`src/rtl/ram_port_arbiter.sv`:
```
// Round-robin arbiter sharing one single-port SRAM between the Ibex fetch and data ports.
// Grants and RAM strobes are combinational; responses are registered one cycle after the grant.
module ram_port_arbiter #(
    parameter int unsigned  MEM_SIZE  = 65536,
    parameter logic [31:0]  MEM_START = 32'h0000_0000,
    parameter logic [31:0]  MEM_MASK  = MEM_SIZE - 1,
    parameter int           AW        = $clog2(MEM_SIZE) - 2
) (
    input  logic          clk,
    input  logic          srst,
    input  logic          instr_req_i,
    input  logic [31:0]   instr_addr_i,
    output logic          instr_gnt_o,
    output logic          instr_rvalid_o,
    output logic [31:0]   instr_rdata_o,
    output logic          instr_err_o,
    input  logic          data_req_i,
    input  logic          data_we_i,
    input  logic [3:0]    data_be_i,
    input  logic [31:0]   data_addr_i,
    input  logic [31:0]   data_wdata_i,
    output logic          data_gnt_o,
    output logic          data_rvalid_o,
    output logic [31:0]   data_rdata_o,
    output logic          data_err_o,
    output logic          mem_req_o,
    output logic          mem_we_o,
    output logic [3:0]    mem_be_o,
    output logic [AW-1:0] mem_addr_o,
    output logic [31:0]   mem_wdata_o,
    input  logic [31:0]   mem_rdata_i,
    output logic [15:0]   conflict_cnt_o
);

    function automatic logic addr_in_window(input logic [31:0] addr);
        return (addr & ~MEM_MASK) == MEM_START;
    endfunction

    logic        grant_instr_s;
    logic        grant_data_s;
    logic        grant_any_s;
    logic        both_req_s;
    logic [31:0] sel_addr_s;
    logic [31:0] offset_s;
    logic        in_window_s;
    logic        last_data_r;
    logic        resp_valid_r;
    logic        resp_data_r;
    logic        resp_err_r;
    logic        resp_we_r;
    logic [15:0] conflict_cnt_r;
    logic        instr_valid_s;
    logic        data_valid_s;
    logic        read_hit_s;

    assign both_req_s  = instr_req_i & data_req_i;
    assign grant_any_s = grant_instr_s | grant_data_s;
    assign sel_addr_s  = grant_data_s ? data_addr_i : instr_addr_i;
    assign offset_s    = sel_addr_s & MEM_MASK;
    assign in_window_s = addr_in_window(sel_addr_s);

    // Grant selection: on a conflict the requester not served last wins
    always_comb begin
        grant_instr_s = 1'b0;
        grant_data_s  = 1'b0;
        if (srst) begin
            grant_instr_s = 1'b0;
            grant_data_s  = 1'b0;
        end else if (both_req_s) begin
            if (last_data_r) begin
                grant_instr_s = 1'b1;
            end else begin
                grant_data_s = 1'b1;
            end
        end else if (instr_req_i) begin
            grant_instr_s = 1'b1;
        end else if (data_req_i) begin
            grant_data_s = 1'b1;
        end else begin
            grant_instr_s = 1'b0;
            grant_data_s  = 1'b0;
        end
    end

    // RAM strobe and routing of the granted request
    always_comb begin
        mem_req_o   = 1'b0;
        mem_we_o    = 1'b0;
        mem_be_o    = 4'h0;
        mem_addr_o  = '0;
        mem_wdata_o = 32'h0;
        if (grant_any_s && in_window_s) begin
            mem_req_o  = 1'b1;
            mem_addr_o = offset_s[AW+1:2];
            if (grant_data_s) begin
                mem_we_o    = data_we_i;
                mem_be_o    = data_be_i;
                mem_wdata_o = data_wdata_i;
            end else begin
                mem_we_o    = 1'b0;
                mem_be_o    = 4'hF;
                mem_wdata_o = 32'h0;
            end
        end else begin
            mem_req_o = 1'b0;
        end
    end

    // Priority bit, response capture and saturating conflict counter
    always_ff @(posedge clk) begin
        if (srst) begin
            last_data_r    <= 1'b0;
            resp_valid_r   <= 1'b0;
            resp_data_r    <= 1'b0;
            resp_err_r     <= 1'b0;
            resp_we_r      <= 1'b0;
            conflict_cnt_r <= 16'h0;
        end else begin
            resp_valid_r <= grant_any_s;
            resp_data_r  <= grant_data_s;
            resp_err_r   <= grant_any_s & ~in_window_s;
            resp_we_r    <= grant_data_s & data_we_i;
            if (grant_any_s) begin
                last_data_r <= grant_data_s;
            end
            if (both_req_s && (conflict_cnt_r != 16'hFFFF)) begin
                conflict_cnt_r <= conflict_cnt_r + 16'd1;
            end
        end
    end

    // srst in the response cycle swallows the pending response
    assign instr_valid_s  = resp_valid_r & ~resp_data_r & ~srst;
    assign data_valid_s   = resp_valid_r & resp_data_r & ~srst;
    assign read_hit_s     = ~resp_err_r & ~resp_we_r;

    assign instr_gnt_o    = grant_instr_s;
    assign data_gnt_o     = grant_data_s;
    assign instr_rvalid_o = instr_valid_s;
    assign instr_err_o    = instr_valid_s & resp_err_r;
    assign instr_rdata_o  = (instr_valid_s && read_hit_s) ? mem_rdata_i : 32'h0;
    assign data_rvalid_o  = data_valid_s;
    assign data_err_o     = data_valid_s & resp_err_r;
    assign data_rdata_o   = (data_valid_s && read_hit_s) ? mem_rdata_i : 32'h0;
    assign conflict_cnt_o = conflict_cnt_r;

endmodule

```
`config.mk`:
```
export PLATFORM = sky130hd
export DESIGN_NAME = ram_port_arbiter
export DESIGN_NICKNAME = d
export VERILOG_FILES = /design/src/rtl/ram_port_arbiter.sv
export SDC_FILE = /design/constraint.sdc
export NUM_CORES = 1
export LEC_CHECK = 0
export ABC_AREA = 1
export CORE_AREA = 2 2 107 109
export DETAILED_ROUTE_END_ITERATION = 8
export DIE_AREA = 0 0 109 111
export PLACE_DENSITY = 0.7
export SLEW_MARGIN = 10
export SYNTH_ARGS = -nofsm -noshare
export SYNTH_HDL_FRONTEND = slang
export SYNTH_SLANG_ARGS = --single-unit
```
`constraint.sdc`:
```
create_clock -name clk -period 1.36 [get_ports clk]
set_input_delay 0.204 -clock clk [delete_from_list [all_inputs] [get_ports clk]]
set_output_delay 0.204 -clock clk [all_outputs]
set_load 0.02 [all_outputs]
```
==> flow_metrics.tcl <==
set metrics [dict create \
    status "finished, violations left" \
    violations "setup timing" \
    fill_cells 906 \
    drv_cap 0 \
    post-route-period-util 1.32 \
    vias 4136 \
    grt_max_degree 19 \
    place_inst 917 \
    fp-row-count 39 \
    r2r-start "conflict_cnt_o[0]" \
    grt_pass1_vias 3894 \
    multi_input_area_sq_um 2490 \
    drt-pass1-iter-count 4 \
    clkTransAtPathRegs_ps 60 \
    slew_headroom 0.824 \
    wl_per_cell_um 15.4 \
    r2r-end "conflict_cnt_o[4]" \
    antennaDiodeCount 0 \
    cp-start-kind "flip-flop" \
    routed_wl_um 14800 \
    synth.most_common_cell "nor2_1" \
    cts.sinks 21 \
    fin_cells 959 \
    rrSetupSlack_ps -60 \
    start_util 0.213 \
    yosysSeqAreaShare 0.178 \
    hp-class "primary input to flip-flop" \
    clock_skew_ps 1.20 \
    setup_ws_ps -433 \
    drc_errors 0 \
    ys_top_cells_by_count "nor2_1, nand2_1, inv_1" \
    syn2layout_area_growth_pct 213 \
    path_class "flip-flop to primary output" \
    die_height_um 111 \
    grt_overflow 0 \
    synth.avg_cell_area_sq_um 5.06 \
    slowest_delay_ps 330 \
    cts_buffers 3 \
    setup_violations 131 \
    dominantRegCellSynth "dfxtp_1" \
    port_buffers 270 \
    die_x_um 109 \
    cts_tree "yes" \
    worst-endpoint-arrival_ps 1590 \
    async_reset_ff_frac 0 \
    finalMaxSlewViolations 0 \
    synth_fp_nets 605 \
    powerDensity_nw_per_um2 329 \
    layout-drive-gt1-share 0.505 \
    regArea_sq_um 449 \
    grt.total_usage 0.212 \
    yosysUniqueCellTypes 29 \
    crit_family "buffers and inverters" \
    htreeDepth 1 \
    ir_worst_vdd_mv 0.463 \
    postRouteAntennaNets 0 \
    cp.buffers_inverters 3 \
    via_per_inst 4.31 \
    hold_ws_ps 447 \
    leakagePower_uw 0.00349 \
    synth_top_area_share 0.244 \
    fmax_ghz 0.558 \
    fp.coreArea_sq_um 11100 \
    ctsHoldBuffers 0 \
    fin_nets 955 \
    dieArea_sq_um 12100 \
    cp_slowest_cell "dfxtp_2" \
    synth_edf_count 0 \
    cp.required_ps 1160 \
    synth_warnings 0 \
    cts_buffer_depth 2 \
    worstRegToRegCells 10 \
    cp_max_fo 13 \
    clk_latency_ps 260 \
    num_io_pins 275 \
    synth_area_sq_um 2360 \
    dp_hpwl_um 10900 \
    final_util 0.668 \
    finalCriticalPeriod_ps 1790 \
    post-place-ws_ps -1110 \
    rsz0062_at_grt "yes" \
    place_congestion 0.918 \
    crit_chain "nand2_2 > nand3_4 > inv_4 > nand3b_4 > bufbuf_16 > nor2_2 > buf_4" \
    cp-end-kind "primary output" \
    grt_pass1_wl_um 19900 \
    syn_inst 467 \
    worstMarginPinSlew_ps 263 \
    antenna_found_initial 0 \
    min_path_cells 3 \
    ys_seq_elements 21 \
    final-hold-violation-count 0 \
    ys_top_cells_by_area "nor2_1, dfxtp_1, nand2_1" \
    cts-root-buf "clkbuf_16" \
    hold_path_end "last_data_r" \
    first_iter_violations 134 \
    hp-start "data_req_i" \
    synth_top_cell_by_area "nor2_1" \
]
-- cells in the final DEF (no fill, tap or decap), drive strengths merged --
master	instances
a211oi	1
a21oi	14
buf	206
bufbuf	1
clkbuf	8
clkdlybuf4s50	97
clkinv	2
dfxtp	21
dlygate4sd2	50
ha	1
inv	102
nand2	117
nand3	8
nand3b	2
nand4	6
nor2	166
nor3	2
nor4	2
o21ai	4
xnor2	3
xor2	3
-- worst reg2reg max path: stages (launching register included) --
cell and delay (ps):
dfxtp_4 350, ha_4 160, nand3_2 70, inv_2 40, nand2_4 70, buf_6 110
nor2_4 40, nor2_4 160, buf_8 180, nand2_1 60, a21oi_1 110
-- sequential cells by signal (all words and copies together) (netlist names) --
name and cells:
conflict_cnt_o 16, last_data_r 1, resp_data_r 1, resp_err_r 1, resp_valid_r 1, resp_we_r 1
-- logic make-up (layout without fill, tap and decap cells) --
kind of cell / Yosys count / after routing / synth area share
xor gates and xnor gates: 6 / 6 / 0.0222
AOI/OAI and AO/OA: 19 / 19 / 0.0587
and+or+nand+nor: 300 / 303 / 0.527
buffers and inverters: 120 / 466 / 0.209
DFF: 21 / 21 / 0.178
adders and majority gates: 1 / 1 / 0.00529
-- through the flow --
stage | TNS (ps) | power (uW) | instance area (sq um)
floorplan | -4640 | 1070 | 3120
global placement | -119420 | 1610 | 6240
detailed placement | -120600 | 1630 | 6240
CTS | -39950 | 2330 | 6730
global route | -51590 | 2550 | 7400
finish | -41800 | 2430 | 7400
-- layer usage --
metal | track usage | up-vias | share of wire
li1 | - | 2055 | -
met1 | 0.231 | 1853 | 0.35
met2 | 0.394 | 197 | 0.54
met3 | 0.0511 | 31 | 0.081
met4 | 0.0641 | 0 | 0.036
met5 | 0 | - | 0
-- what timing repair did --
action                     CTS  global route
resized for setup          783           138
pin swaps                   40            29
setup buffers               21            15
cloned                       5             6
setup endpoints to repair  152           137
-- layout make-up --
class | count | share of cell area
timing repair buffer | 359 | 0.512
multi-input combinational | 329 | 0.337
sequential | 21 | 0.0607
inverter | 103 | 0.0553
tap | 143 | 0.0242
clock buffer | 3 | 0.0101
clock inverter | 1 | 0.000676
-- worst max path at each step --
stage,from,to,slack [ps],cells after the start
after global routing,last_data_r,mem_wdata_o[4],-520,7
after floorplan,resp_data_r,data_rdata_o[10],-120,5
after detailed placement,srst,mem_addr_o[3],-1110,9
final,last_data_r,mem_wdata_o[11],-430,7
after global placement,srst,mem_addr_o[0],-1100,9
after CTS,resp_data_r,data_rdata_o[22],-450,7
-- power by group --
group          switching, uW  total [uW]  internal (uW)
registers               12.0         640            628
clock network            248         644            396
logic                    539        1150            610
Power figures use the tool's default switching activity.
